===== config.mk =====
export PLATFORM = sky130hd
export DESIGN_NAME = s_sum_acc_flat
export DESIGN_NICKNAME = d
export VERILOG_FILES = /design/src/rtl/s_sum_acc_if.sv /design/src/rtl/s_sum_acc.sv /design/src/flat_wrapper.sv
export SDC_FILE = /design/constraint.sdc
export NUM_CORES = 1
export LEC_CHECK = 0
export CAP_MARGIN = 0
export CORE_MARGIN = 2
export CORE_UTILIZATION = 47
export DETAILED_ROUTE_END_ITERATION = 8
export HOLD_SLACK_MARGIN = 0.08
export PLACE_DENSITY = 0.76
export SYNTH_ARGS = -nofsm -noshare
export SYNTH_HDL_FRONTEND = slang
export SYNTH_SLANG_ARGS = --single-unit

===== constraint.sdc =====
create_clock -name clk -period 2.2 [get_ports clk]
set_input_delay 0.66 -clock clk [delete_from_list [all_inputs] [get_ports clk]]
set_output_delay 0.66 -clock clk [all_outputs]
set_load 0.005 [all_outputs]

===== src/rtl/s_sum_acc_if.sv =====
// Stream bundle for the s_sum_acc accumulation stage.
// Input side : sum_in (5-bit two's complement), in_valid, in_last, in_ready.
// Output side: acc_out, acc_cnt, sat, out_valid, out_ready.
// master: the environment (upstream sequencer plus downstream consumer).
// slave : the accumulator itself.
interface s_sum_acc_if #(
  parameter int unsigned ACC_W   = 12,
  parameter int unsigned MAX_CNT = 16
);
  localparam int unsigned CNT_W = $clog2(MAX_CNT + 1);

  logic [4:0]       sum_in;
  logic             in_valid;
  logic             in_last;
  logic             in_ready;
  logic [ACC_W-1:0] acc_out;
  logic [CNT_W-1:0] acc_cnt;
  logic             sat;
  logic             out_valid;
  logic             out_ready;

  modport master (
    output sum_in, in_valid, in_last, out_ready,
    input  in_ready, acc_out, acc_cnt, sat, out_valid
  );

  modport slave (
    input  sum_in, in_valid, in_last, out_ready,
    output in_ready, acc_out, acc_cnt, sat, out_valid
  );
endinterface


===== src/rtl/s_sum_acc.sv =====
// Saturating frame accumulator for the signed 4-bit adder sums.
// Accepts one 5-bit two's-complement beat per cycle, accumulates up to MAX_CNT beats per frame
// into an ACC_W-bit clamped register and holds the frame total until downstream takes it.
// Ports:
//   clk   : clock, all state on its rising edge
//   rst_n : asynchronous active-low reset
//   bus   : s_sum_acc_if slave (beat input handshake + frame result handshake)
module s_sum_acc #(
  parameter int unsigned ACC_W   = 12,
  parameter int unsigned MAX_CNT = 16
) (
  input logic        clk,
  input logic        rst_n,
  s_sum_acc_if.slave bus
);
  localparam int unsigned CNT_W = $clog2(MAX_CNT + 1);

  typedef enum logic [1:0] {StIdle, StAcc, StDone} state_e;

  state_e           state_q, state_d;
  logic [ACC_W-1:0] acc_q, acc_d;
  logic [CNT_W-1:0] cnt_q, cnt_d;
  logic             sat_q, sat_d;

  logic [ACC_W:0]   sum_ext;
  logic [ACC_W:0]   acc_sum;
  logic [CNT_W-1:0] cnt_inc;
  logic             ovf;
  logic             accept;

  // One guard bit above ACC_W is enough: |acc| + 16 cannot wrap ACC_W+1 bits.
  assign sum_ext = {{(ACC_W + 1 - 5){bus.sum_in[4]}}, bus.sum_in};
  assign acc_sum = {acc_q[ACC_W-1], acc_q} + sum_ext;
  assign ovf     = acc_sum[ACC_W] ^ acc_sum[ACC_W-1];
  assign cnt_inc = cnt_q + CNT_W'(1);
  assign accept  = bus.in_valid && (state_q != StDone);

  always_comb begin
    state_d = state_q;
    acc_d   = acc_q;
    cnt_d   = cnt_q;
    sat_d   = sat_q;
    unique case (state_q)
      StIdle, StAcc: begin
        if (accept) begin
          if (ovf) begin
            // Sign of the wide sum tells which rail was crossed.
            acc_d = acc_sum[ACC_W] ? {1'b1, {(ACC_W - 1){1'b0}}} : {1'b0, {(ACC_W - 1){1'b1}}};
            sat_d = 1'b1;
          end else begin
            acc_d = acc_sum[ACC_W-1:0];
          end
          cnt_d   = cnt_inc;
          state_d = (bus.in_last || (cnt_inc == CNT_W'(MAX_CNT))) ? StDone : StAcc;
        end
      end
      StDone: begin
        if (bus.out_ready) begin
          state_d = StIdle;
          acc_d   = '0;
          cnt_d   = '0;
          sat_d   = 1'b0;
        end
      end
      default: begin
        state_d = StIdle;
        acc_d   = '0;
        cnt_d   = '0;
        sat_d   = 1'b0;
      end
    endcase
  end

  always_ff @(posedge clk or negedge rst_n) begin
    if (!rst_n) begin
      state_q <= StIdle;
      acc_q   <= '0;
      cnt_q   <= '0;
      sat_q   <= 1'b0;
    end else begin
      state_q <= state_d;
      acc_q   <= acc_d;
      cnt_q   <= cnt_d;
      sat_q   <= sat_d;
    end
  end

  // Every output comes from registers only; in_ready deliberately ignores out_ready.
  assign bus.in_ready  = (state_q != StDone);
  assign bus.out_valid = (state_q == StDone);
  assign bus.acc_out   = acc_q;
  assign bus.acc_cnt   = cnt_q;
  assign bus.sat       = sat_q;
endmodule


===== src/flat_wrapper.sv =====
// flat-port wrapper written by rule: the top's interface ports become plain ports
module s_sum_acc_flat 
#(
  parameter int unsigned ACC_W   = 12,
  parameter int unsigned MAX_CNT = 16
)
  (clk, rst_n, bus_sum_in, bus_in_valid, bus_in_last, bus_out_ready, bus_in_ready, bus_acc_out, bus_acc_cnt, bus_sat, bus_out_valid);
  s_sum_acc_if #(.ACC_W(ACC_W), .MAX_CNT(MAX_CNT)) bus_i ();
  input logic clk;
  input logic rst_n;
  input wire logic [$bits(bus_i.sum_in)-1:0] bus_sum_in;
  input wire logic [$bits(bus_i.in_valid)-1:0] bus_in_valid;
  input wire logic [$bits(bus_i.in_last)-1:0] bus_in_last;
  input wire logic [$bits(bus_i.out_ready)-1:0] bus_out_ready;
  output wire logic [$bits(bus_i.in_ready)-1:0] bus_in_ready;
  output wire logic [$bits(bus_i.acc_out)-1:0] bus_acc_out;
  output wire logic [$bits(bus_i.acc_cnt)-1:0] bus_acc_cnt;
  output wire logic [$bits(bus_i.sat)-1:0] bus_sat;
  output wire logic [$bits(bus_i.out_valid)-1:0] bus_out_valid;
  assign bus_i.sum_in = bus_sum_in;
  assign bus_i.in_valid = bus_in_valid;
  assign bus_i.in_last = bus_in_last;
  assign bus_i.out_ready = bus_out_ready;
  assign bus_in_ready = bus_i.in_ready;
  assign bus_acc_out = bus_i.acc_out;
  assign bus_acc_cnt = bus_i.acc_cnt;
  assign bus_sat = bus_i.sat;
  assign bus_out_valid = bus_i.out_valid;
  s_sum_acc #(.ACC_W(ACC_W), .MAX_CNT(MAX_CNT)) u_core (.clk(clk), .rst_n(rst_n), .bus(bus_i));
endmodule

=== Yosys cells after proc, flatten, opt, wreduce, memory -nomap -nowiden ===
Index checks and enable logic that the tools add are counted.
W data, S select, Z words.

* Logic and storage cells: 36
* Bits in registers: 20
* Bits of input ports: 10
* Output and inout port bits: 20

* Eq/ne operators: 7
* Bitwise gates (word level): 1
* Add/subtract/negate cells: 2
* Mux-type cells: 16
* Reductions and logical operators: 6

{| class="wikitable"
|+ Operators with widths
! cell !! count
|-
| $mux W12 || 4
|-
| $pmux W12 S2 || 1
|-
| $add A12 B5 Y13 || 1
|-
| $mux W5 || 2
|-
| $pmux W5 S2 || 1
|-
| $mux W2 || 3
|-
| $add A5 B1 Y5 const B || 1
|-
| $eq A5 B5 Y1 const B || 1
|-
| $ne A2 B1 Y1 const B || 2
|-
| $ne A2 B2 Y1 const B || 2
|-
| $pmux W2 S2 || 1
|-
| $mux W1 || 3
|-
| $reduce_and A3 Y1 || 1
|-
| $eq A2 B1 Y1 const B || 1
|-
| $eq A2 B2 Y1 const B || 1
|-
| $logic_not A2 Y1 || 1
|-
| $pmux W1 S2 || 1
|-
| $reduce_and A2 Y1 || 1
|-
| $reduce_or A2 Y1 || 1
|-
| $logic_and A1 B1 Y1 || 1
|-
| $logic_or A1 B1 Y1 || 1
|-
| $xor A1 B1 Y1 || 1
|}

=== Longest topological paths before layout ===
Gate-level depths: netlist of the first run.

* Depth after elaboration: 6
* Depth in mapped cells: 9
* Depth with buffers taken out: 8

=== Worst setup path after synthesis of the first run ===
No wires, ideal clock.

* Path type: input -> register
* From: input bus_sum_in[0]
* To: register u_core.acc_q[2] (netlist: u_core.bus.acc_out[2])
* Setup slack: -0.426 ns
* Data required time: 2.081 ns
* Cell stages on the path: 9
* Setup time: 0.119 ns
* Data arrival time: 2.507 ns
* Buffers on the path: 1
* Path through: ha_1 fa_1 a211oi_2 o211ai_1 and3_4 o311a_4 buf_6 nor3_2 o21ai_2

* Word-level cells in the longest chain between the ends: 5
* Elaborated cells on any way between the ends: 6
* Those cells by class: add/sub: 1; mux: 4; bitwise: 1

{| class="wikitable"
|+ RTL lines
! element !! RTL line !! RTL
|-
| start, declared || flat_wrapper.sv:11 || <nowiki>input wire logic [$bits(bus_i.sum_in)-1:0] bus_sum_in;</nowiki>
|-
| $add A12 B5 Y13 (*) || s_sum_acc.sv:33 || <nowiki>assign acc_sum = {acc_q[ACC_W-1], acc_q} + sum_ext;</nowiki>
|-
| $mux W12 or $xor A1 B1 Y1 (tied branches) || s_sum_acc.sv:48, s_sum_acc.sv:34 ||
|-
| $mux W12 (*) || s_sum_acc.sv:46 || <nowiki>if (ovf) begin</nowiki>
|-
| $mux W12 (*) || s_sum_acc.sv:45 || <nowiki>if (accept) begin</nowiki>
|-
| $pmux W12 S2 (*) || s_sum_acc.sv:43 || <nowiki>unique case (state_q)</nowiki>
|-
| end signal, assigned || s_sum_acc.sv:77 || <nowiki>acc_q <= '0;</nowiki>
|-
| end signal, assigned || s_sum_acc.sv:82 || <nowiki>acc_q <= acc_d;</nowiki>
|-
| end, declared || s_sum_acc.sv:21 || <nowiki>logic [ACC_W-1:0] acc_q, acc_d;</nowiki>
|}

Mark *: on every way between the ends. The rest lies on a longest branch, timed or not. The select of a mux whose other input is x is not followed.
A chain may end at the register's enable or synchronous reset.

=== Final worst setup path of the first run ===
* From: input bus_sum_in[4]
* To: register u_core.acc_q[9] (netlist: u_core.bus.acc_out[9])

Same word-level chain as after synthesis.

==> metrics, run 1 <==
CTS sink count=20; Final Hold Fails=0; crit path max fanout=7; max-slew violation count=0; layout cell share with drive strength beyond 1=between 40 and 50%; min-delay worst type=reg2reg; DR iter-0 viols=98; 1st-pass router iterations=4; Synth-to-Final Area Change=55.9%; Total GRT Usage=25.6%; vias in the first global route=1711; Initial Utilization=48.9%; final setup margin=-312 ps; critical path arrival=2770 ps; Required @ worst endpoint=2460 ps; Comb power frac=74.8%; Post-Synthesis Cells=170; clock buffer depth=2; drt total wl=5280 um; Core ar.=0.00334 sq mm; final worst-path cycle share=114%; CP startpoint kind=input pin; Post-synth EDFFs=0; sequential group share of total power=17.4%; commonest non-fill, non-tap cell in the layout=buf_4; htree depth=1; reg2reg setup slack=-270 ps; fraction of registers with async set/reset=100%; CTS tree=yes; CTS clock-pin slew for the worst setup and hold paths=130 ps; Pwr Density=1610 mW/mm^2; Post-DRT Antenna Nets=0; Synth Warn #=0; # setup viols final=12; CTS Hold Bufs=0; worst-skew pair later-pin latency=320 ps; first-pass GRT wire length=roughly 8000 um; DRC Markers=0; relative slew slack=76.9%; port bufs=29; post-synthesis sequential area ratio=30.7%; max-cap violations=0; Psw=0.00178 W; clock share of power=7.8%; Sw Share=approximately 43%; antenna violations before repair=0; Achievable Freq=398 MHz; CP endpoint kind=flop; DP HPWL=3390 um; WL/cell=18.1 um; Layout Skew=a little under 3 ps; die width=62.9 um; Post-Syn Area=0.00163 sq mm; most frequent cells in the layout=buf_4, nand2_1, clkdlybuf4s50_1; largest net degree at the start of global routing=21; GRT overflow=0; DP Cell Count=277; syn_area_per_cell=9.60 sq um; routed via count=1708; minimum clock period=2510 ps; Pint=0.00231 W; Worst Tran Pin Value=346 ps; Die Height=62.9 um; clock root cell=clkbuf_4; Final Non-Filler Cells=~290; Rows=21; Final Cell Area=about 0.0025 sq mm; Distinct cells, synth=43; # IOs=30; Setup CP Type=in2reg; status=finished with violations; CTS Buf Count=3; Final Net Count=271; prevailing post-synth register cell=dfrtp_1; Cell Area, Placed=between 0.002 and 0.0025 sq mm; Placer Congestion=roughly 0.86; maximum VDD drop=0.000848 V; RSZ-0062 raised after global routing=yes; #FFs+latches synth=20; Synthesized Nets=194; failing checks=setup timing; die footprint=0.00396 sq mm; via/cell ratio=5.85; P_leak=~1.1 nW; ANT cells=0
==> through the flow <==
step           total power, W  setup slack, ps  hold WS [ps]  TNS, ps  util (%)
5_1_grt               0.00432             -376           532    -4130      76.3
3_5_place_dp          0.00316             -977           474   -11590      67.6
4_1_cts               0.00384             -283           504    -3030      74.0
3_3_place_gp          0.00307             -891           464   -10530      67.6
6_report              0.00409             -312           500    -3110      76.3
2_1_floorplan         0.00219             -282           364    -3280         -
==> routing by layer <==
layer / GRT usage (%) / wire length, um / vias up / share of wire [%]
li1: - / - / 781 / -
met4: 8.89 / 132 / 0 / 2.5
met2: 48.4 / 2780 / 62 / 53
met3: 3.06 / 234 / 17 / 4.4
met1: 29.1 / 2140 / 848 / 40
met5: 0 / 0 / - / 0
==> state kept, by name (all words and copies together) (netlist names) <==
| name | flops |
|---|---|
| u_core.bus.acc_out | 12 |
| u_core.bus.sat | 1 |
| u_core.state_q | 2 |
| u_core.bus.acc_cnt | 5 |
==> worst max-delay path, cell delays in order <==
cell and delay, ps:
clkdlybuf4s15_2 270, buf_4 180, ha_2 390, nand2_2 120, nor2_4 160, o21ai_4 110, a2111oi_4 430, buf_6 220
a311oi_2 70, o21ai_1 150
==> worst paths after layout <==
| check | end | cells after the start | from |
|---|---|---|---|
| worst min-delay path | u_core.bus.sat | 2 | u_core.bus.sat |
| min in group asynchronous | u_core.bus.acc_cnt[4] | 2 | rst_n |
| worst min register to register | u_core.bus.sat | 2 | u_core.bus.sat |
| max in group asynchronous | u_core.bus.acc_cnt[3] | 2 | rst_n |
| worst max-delay path | u_core.bus.acc_out[9] | 10 | bus_sum_in[4] |
| worst max register to register | u_core.bus.acc_out[9] | 10 | u_core.bus.acc_out[0] |
==> power groups by stage <==
stage | clock network (W) | registers [W] | logic (W)
2_1_floorplan | 0 | 0.000695 | 0.00150
3_3_place_gp | 0 | 0.000694 | 0.00237
3_5_place_dp | 0 | 0.000705 | 0.00246
4_1_cts | 0.000319 | 0.000709 | 0.00282
5_1_grt | 0.000333 | 0.000737 | 0.00325
6_report | 0.000319 | 0.000711 | 0.00306
==> cell usage after synthesis (2+ instances only) <==
cell type,number,area share [%]
a41oi_1,2,1.1
nor2_1,5,1.1
a21o_1,3,1.4
nand3_1,5,1.5
nor3_2,9,5.5
xor2_1,2,1.1
buf_6,3,2.1
o21ai_0,7,2.1
o21ai_2,13,7.0
o22ai_1,2,0.77
nand2_1,26,6.0
o21ai_1,2,0.61
a211oi_2,2,1.5
nand2b_1,3,1.1
a21oi_1,13,4.0
ha_1,13,10
dfrtp_1,20,31
xnor2_1,6,3.2
mux2i_1,3,1.8
inv_1,4,0.92
o211ai_1,2,0.92
nor3_1,3,0.92
nand3b_1,2,0.92
==> area by class of cell <==
type | count | area, sq um
clock buffers | 3 | 22.5
clock inverters | 1 | 30.0
fillers | 219 | 792
inverters | 4 | 15.0
multi-input cells | 142 | 1250
flip-flops and latches | 20 | 500
well taps | 46 | 57.6
repair buffers | 76 | 666
==> timing repair <==
| action | CTS | global route |
|---|---|---|
| gates cloned | 1 | 0 |
| pin swaps | 17 | 20 |
| resized for setup | 30 | 13 |
| buffers inserted | 6 | 4 |
| setup endpoints to repair | 13 | 14 |
==> cell families (layout without fill, tap and decap cells) <==
| group | Yosys count | in the layout | share of synthesized area [%] |
|---|---|---|---|
| AND/OR/NAND/NOR | 59 | 59 | 20.5 |
| buffers and inverters | 9 | 84 | 3.52 |
| XOR/XNOR | 8 | 8 | 4.29 |
| AO/OA/AOI/OAI | 57 | 58 | 28.0 |
| flip-flops | 20 | 20 | 30.7 |
| adder cells (fa/ha/maj) | 14 | 14 | 11.2 |
| multiplexers | 3 | 3 | 1.84 |
(Power assumes the default switching activity.)
==> inputs of run 2 (changes only) <==
Settings changed: GPL_TIMING_DRIVEN set to 0.
==> run 2 against run 1 <==
The flow still finishes with violations (setup timing); global-route usage shrank 3.5 points; non-clock buffer count shrank 32; core utilization shrank 9.6 points; worst hold slack lost 8.3 ps; first-iteration DRC count shrank 21%; clock power shrank 45%; total power shrank 18%; clock-buffer cell count is the same; sequential share of layout area grew 2.9 points; worst setup slack gained 17 ps; fmax grew 0.67%; critical endpoint is now u_core.bus.acc_out[0]; largest cell class unchanged; highest routed layer unchanged.
==> metrics, run 2 (synthesis results as in run 1) <==
status=finished with violations (unchanged); failing checks=setup timing (unchanged); layout cell share with drive strength beyond 1=31.6% (was 43.1%); slowest cell delay on critical path=380 ps (was 430 ps); commonest non-fill, non-tap cell in the layout=nand2_1 (was buf_4); Critical R2R Launch=u_core.bus.acc_out[0] (unchanged); antenna violations before repair=0 (unchanged); Post-DRT Antenna Nets=0 (unchanged); critical path arrival=2730 ps (was 2770 ps); worst path cell trace=clkdlybuf4s15_1, fa_2, a211oi_2, o211ai_1, and3_4, buf_6, a2111oi_4, buf_4, buf_8, nor3_2, o21ai_2 (was clkdlybuf4s15_2, buf_4, ha_2, nand2_2, nor2_4, o21ai_4, a2111oi_4, buf_6, a311oi_2, o21ai_1); Initial Utilization=48.9% (unchanged); WL/cell=15.8 um (was 18.1 um); area of the multi-input gates=0.00120 sq mm (was 0.00125 sq mm); setup_tns=-3370 ps (was -3110 ps); min-delay worst type=reg2reg (unchanged); Worst Tran Pin Value=947 ps (was 346 ps); CTS Buf Count=3 (unchanged); final setup margin=-295 ps (was -312 ps); CTS sink count=20 (unchanged); register area=502 sq um (was 500 sq um); Psw=0.00147 W (was 0.00178 W); final core occ=66.7% (was 76.3%); CTS tree=yes (unchanged); max-slew violation count=0 (unchanged); Core ar.=0.00334 sq mm (unchanged); # IOs=30 (unchanged); clock buffer depth=2 (unchanged); die width=62.9 um (unchanged); maximum VDD drop=0.000732 V (was 0.000848 V); minimum clock period=2500 ps (was 2510 ps); DP HPWL=2810 um (was 3390 um); Final Net Count=238 (was 271); routed via count=1444 (was 1708); largest net degree at the start of global routing=21 (unchanged); via/cell ratio=5.60 (was 5.85); reg2reg setup slack=-280 ps (was -270 ps); first-pass GRT wire length=7120 um (was 8090 um); port bufs=29 (unchanged); vias in the first global route=1534 (was 1711); Placer Congestion=0.904 (was 0.857); Achievable Freq=401 MHz (was 398 MHz); max-cap violations=0 (unchanged); CTS clock-pin slew for the worst setup and hold paths=110 ps (was 130 ps); DR iter-0 viols=77 (was 98); hold path startpoint=u_core.bus.sat (unchanged); CP startpoint kind=input pin (unchanged); CTS Hold Bufs=0 (unchanged); Rows=21 (unchanged); Layout Skew=4.15 ps (was 2.95 ps); P_leak=0.906 nW (was 1.10 nW); die footprint=0.00396 sq mm (unchanged); Pint=0.00188 W (was 0.00231 W); Total GRT Usage=22.1% (was 25.6%); RSZ-0062 raised after global routing=yes (unchanged); Reg-to-Reg End=u_core.bus.acc_out[0] (was u_core.bus.acc_out[9]); Largest register FFs=12 (unchanged); number of fill cells=270 (was 219); clock root cell=clkbuf_4 (unchanged); worst-skew pair later-pin latency=290 ps (was 320 ps); Setup CP Type=in2reg (unchanged); drt total wl=4070 um (was 5280 um); ANT cells=0 (unchanged); # setup viols final=13 (was 12); htree depth=1 (unchanged); Min-Delay Endpoint=u_core.bus.sat (unchanged); most frequent cells in the layout=nand2_1, clkdlybuf4s50_1, dfrtp_1 (was buf_4, nand2_1, clkdlybuf4s50_1); crit path max fanout=5 (was 7); Pwr Density=1500 mW/mm^2 (was 1610 mW/mm^2); sequential group share of total power=21.6% (was 17.4%); final hold slack=492 ps (was 500 ps); Die Height=62.9 um (unchanged); final worst-path cycle share=113% (was 114%); Sw Share=43.8% (was 43.5%); r2r worst-path depth=11 (was 10); Place WS=-1030 ps (was -977 ps); Comb power frac=73.1% (was 74.8%); Synth-to-Final Area Change=36.3% (was 55.9%); CP max-delay cell=fa_2 (was a2111oi_4); 1st-pass router iterations=6 (was 4); relative slew slack=36.7% (was 76.9%); clock share of power=5.2% (was 7.8%); Hold Path Depth=2 (unchanged); Final Hold Fails=0 (unchanged); CP endpoint kind=flop (unchanged); Required @ worst endpoint=2430 ps (was 2460 ps); DRC Markers=0 (unchanged); GRT overflow=0 (unchanged)
-- run 2: cell types whose count changed in the layout (fill, tap and decap cells not counted), sizes merged --
cell    previous run  this run
buf               48        16
bufinv             1         0
o311a              2         1
-- run 2: layout make-up --
| cell class | count | share of cell area [%] |
|---|---|---|
| inverter | 4 | 0.675 |
| buffer | 5 | 2.08 |
| tap | 46 | 2.59 |
| timing repair buffer | 39 | 17.0 |
| sequential | 20 | 22.5 |
| clock buffer | 3 | 1.01 |
| multi-input combinational | 141 | 54.1 |
-- run 2: worst max path at each step --
stage | startpoint | slack (ps) | endpoint | cells after the start
after floorplan | bus_sum_in[0] | -280 | u_core.bus.acc_out[10] | 9
after global placement | bus_sum_in[4] | -970 | u_core.bus.acc_out[5] | 10
after detailed placement | bus_sum_in[4] | -1030 | u_core.bus.acc_out[5] | 9
after CTS | bus_sum_in[0] | -360 | u_core.bus.acc_out[5] | 10
after global routing | u_core.bus.acc_out[0] | -410 | u_core.bus.acc_out[5] | 11
final | bus_sum_in[1] | -300 | u_core.bus.acc_out[0] | 11
-- run 2: per-layer routing --
metal / GRT usage, % / vias to the layer above / share of wire (%)
met2: 40.7 / 32 / 53
met1: 27.0 / 697 / 42
li1: - / 711 / -
met5: 0 / - / 0
met4: 3.89 / 0 / 0.54
met3: 3.60 / 4 / 4.1
-- run 2: critical path, delay by kind of cell --
family          cells  cell delay, ps
fa+ha+maj           1             380
simple gates        2             250
compound gates      4             780
buf+inv             4             660
-- run 2: what timing repair did --
item	CTS	global route
gates cloned	2	0
endpoints found under the setup margin	14	15
setup buffers	7	2
pin swaps	13	20
hold endpoints to repair	0	0
gates resized for setup	28	10
-- run 2: stage by stage --
step,cells,total power [W],instance area (sq um)
3_5_place_dp,245,0.00280,2010
5_1_grt,258,0.00362,2230
4_1_cts,257,0.00323,2180
2_1_floorplan,170,0.00219,1660
6_report,258,0.00335,2230
3_3_place_gp,245,0.00274,2010
-- run 2: power by group through the flow --
stage	Sequential (W)	Combinational [W]	Clock, W
2_1_floorplan	0.000695	0.00150	0
3_3_place_gp	0.000701	0.00204	0
3_5_place_dp	0.000710	0.00209	0
4_1_cts	0.000719	0.00233	0.000182
5_1_grt	0.000756	0.00267	0.000199
6_report	0.000724	0.00245	0.000175
==> inputs of run 3 (changes only) <==
Settings changed: CORE_ASPECT_RATIO set to 0.75.
==> run 3 against run 2 <==
The run still ends with setup timing left; fmax down 1.2%; combinational power is 2% lower; via count fell by 1.4%; critical path type unchanged; critical endpoint is now u_core.bus.acc_out[3]; largest cell class unchanged.
==> metrics, run 3 (synthesis results as in run 1) <==
status=finished with violations (unchanged); failing checks=setup timing (unchanged); routed via count=1424 (was 1444); RSZ-0062 raised after global routing=yes (unchanged); Cell Area, Placed=0.00200 sq mm (was 0.00201 sq mm); antenna violations before repair=0 (unchanged); Pwr Density=1530 mW/mm^2 (was 1500 mW/mm^2); DP HPWL=2880 um (was 2810 um); P_leak=0.921 nW (was 0.906 nW); Critical R2R Launch=u_core.bus.acc_out[0] (unchanged); CP startpoint=bus_sum_in[0] (was bus_sum_in[1]); die width=72.1 um (was 62.9 um); minimum clock period=2530 ps (was 2500 ps); DRC Markers=0 (unchanged); vias in the first global route=1359 (was 1534); hold path startpoint=u_core.bus.sat (unchanged); Rows=18 (was 21); Core ar.=0.00331 sq mm (was 0.00334 sq mm); Die Height=55.0 um (was 62.9 um); largest net degree at the start of global routing=21 (unchanged); Final Hold Fails=0 (unchanged); maximum VDD drop=0.000911 V (was 0.000732 V); most frequent cells in the layout=nand2_1, clkdlybuf4s50_1, dfrtp_1 (unchanged); 1st-pass router iterations=4 (was 6); final setup margin=-326 ps (was -295 ps); Final Net Count=239 (was 238); die footprint=0.00397 sq mm (was 0.00396 sq mm); slowest cell delay on critical path=370 ps (was 380 ps); Final Cell Area=0.00223 sq mm (about the same); CTS tree=yes (unchanged); CP startpoint kind=input pin (unchanged); Initial Utilization=49.3% (was 48.9%); Final Non-Filler Cells=254 (was 258); Worst Tran Pin Value=888 ps (was 947 ps); relative slew slack=40.6% (was 36.7%); # IOs=30 (unchanged); Pwr Total=0.00341 W (was 0.00335 W); Layout Skew=2.34 ps (was 4.15 ps); clock buffer depth=2 (unchanged); DR iter-0 viols=40 (was 77); layout cell share with drive strength beyond 1=30.8% (was 31.6%); worst path cell trace=buf_6, ha_4, fa_2, a211oi_2, o211ai_1, and3_4, or3_4, o21ai_4, buf_6, o21ai_2 (was clkdlybuf4s15_1, fa_2, a211oi_2, o211ai_1, and3_4, buf_6, a2111oi_4, buf_4, buf_8, nor3_2, o21ai_2); commonest non-fill, non-tap cell in the layout=nand2_1 (unchanged); CP endpoint kind=flop (unchanged); Largest register FFs=12 (unchanged); Setup CP Type=in2reg (unchanged); setup_tns=-3930 ps (was -3370 ps); final worst-path cycle share=115% (was 113%); Total GRT Usage=20.9% (was 22.1%); crit path max fanout=5 (unchanged); CTS clock-pin slew for the worst setup and hold paths=70 ps (was 110 ps); via/cell ratio=5.61 (was 5.60); # setup viols final=13 (unchanged); max-cap violations=0 (unchanged); WL/cell=15.8 um (about the same); htree depth=1 (unchanged); Required @ worst endpoint=2350 ps (was 2430 ps); Post-DRT Antenna Nets=0 (unchanged); Synth-to-Final Area Change=36.5% (was 36.3%); Most Frequent Cell on Critical Path=buf_6; drt total wl=4020 um (was 4070 um); ANT cells=0 (unchanged); Achievable Freq=396 MHz (was 401 MHz); CTS Hold Bufs=0 (unchanged); CP max-delay cell=fa_2 (unchanged); Placer Congestion=0.782 (was 0.904); DP Cell Count=239 (was 245); GRT overflow=0 (unchanged); min-delay worst type=reg2reg (unchanged); CTS sink count=20 (unchanged); clock root cell=clkbuf_8 (was clkbuf_4); first-pass GRT wire length=6400 um (was 7120 um); CTS Buf Count=3 (unchanged); worst-skew pair later-pin latency=260 ps (was 290 ps); max-slew violation count=0 (unchanged); critical path arrival=2680 ps (was 2730 ps); port bufs=29 (unchanged)
==> run 3: cell count changes in the layout (fill, tap and decap cells not counted), sizes merged <==
| cell | delta |
|---|---|
| clkdlybuf4s15 | -1 |
| clkbuf | +3 |
==> run 3: worst max-delay path: cells and delay by family <==
kind / cells / cell delay [ps]
compound gates: 4 / 670
simple gates: 2 / 550
fa+ha+maj: 2 / 520
buf+inv: 2 / 270
==> run 3: area by class of cell <==
type                    instances  area [sq um]
inverters                       4          15.0
repair buffers                 40           375
plain buffers                   5          46.3
clock buffers                   4          55.1
well taps                      40          50.0
multi-input cells             141          1190
fillers                       256          1080
flip-flops and latches         20           500
==> run 3: where the power goes <==
part           internal, W  leakage, nW  total, W  switching (W)
Combinational      0.00126        0.642   0.00240        0.00114
Clock             0.000159       0.0288  0.000276       0.000117
Sequential        0.000529        0.250  0.000735       0.000206
==> run 3: metal layers <==
metal	GRT usage (%)	vias up	share of wire, %
met4	3.46	0	0.72
met1	28.5	687	49
met5	0	-	0
met2	35.9	18	48
met3	3.80	4	1.8
li1	-	715	-
==> run 3: worst paths after layout <==
kind / endpoint / depth (start not counted) / slack, ps
min in group asynchronous: u_core.state_q[1] / 1 / 900
max in group asynchronous: u_core.bus.acc_out[4] / 1 / 750
setup reg to reg: u_core.bus.acc_out[3] / 9 / -280
setup / recovery: u_core.bus.acc_out[3] / 10 / -330
hold reg to reg: u_core.bus.sat / 2 / 500
hold / removal: u_core.bus.sat / 2 / 500
==> run 3: stage by stage <==
step | util, % | hold slack, ps | setup WS [ps]
3_3_place_gp | 60.5 | 482 | -966
6_report | 67.3 | 500 | -326
4_1_cts | 66.7 | 507 | -439
3_5_place_dp | 60.5 | 494 | -1090
5_1_grt | 67.3 | 541 | -379
2_1_floorplan | - | 364 | -282
==> run 3: what timing repair did <==
| item | CTS | global route |
|---|---|---|
| pin swaps | 14 | 15 |
| buffers inserted | 7 | 2 |
| cloned | 2 | 0 |
| setup endpoints to repair | 13 | 14 |
| gates resized for setup | 29 | 4 |
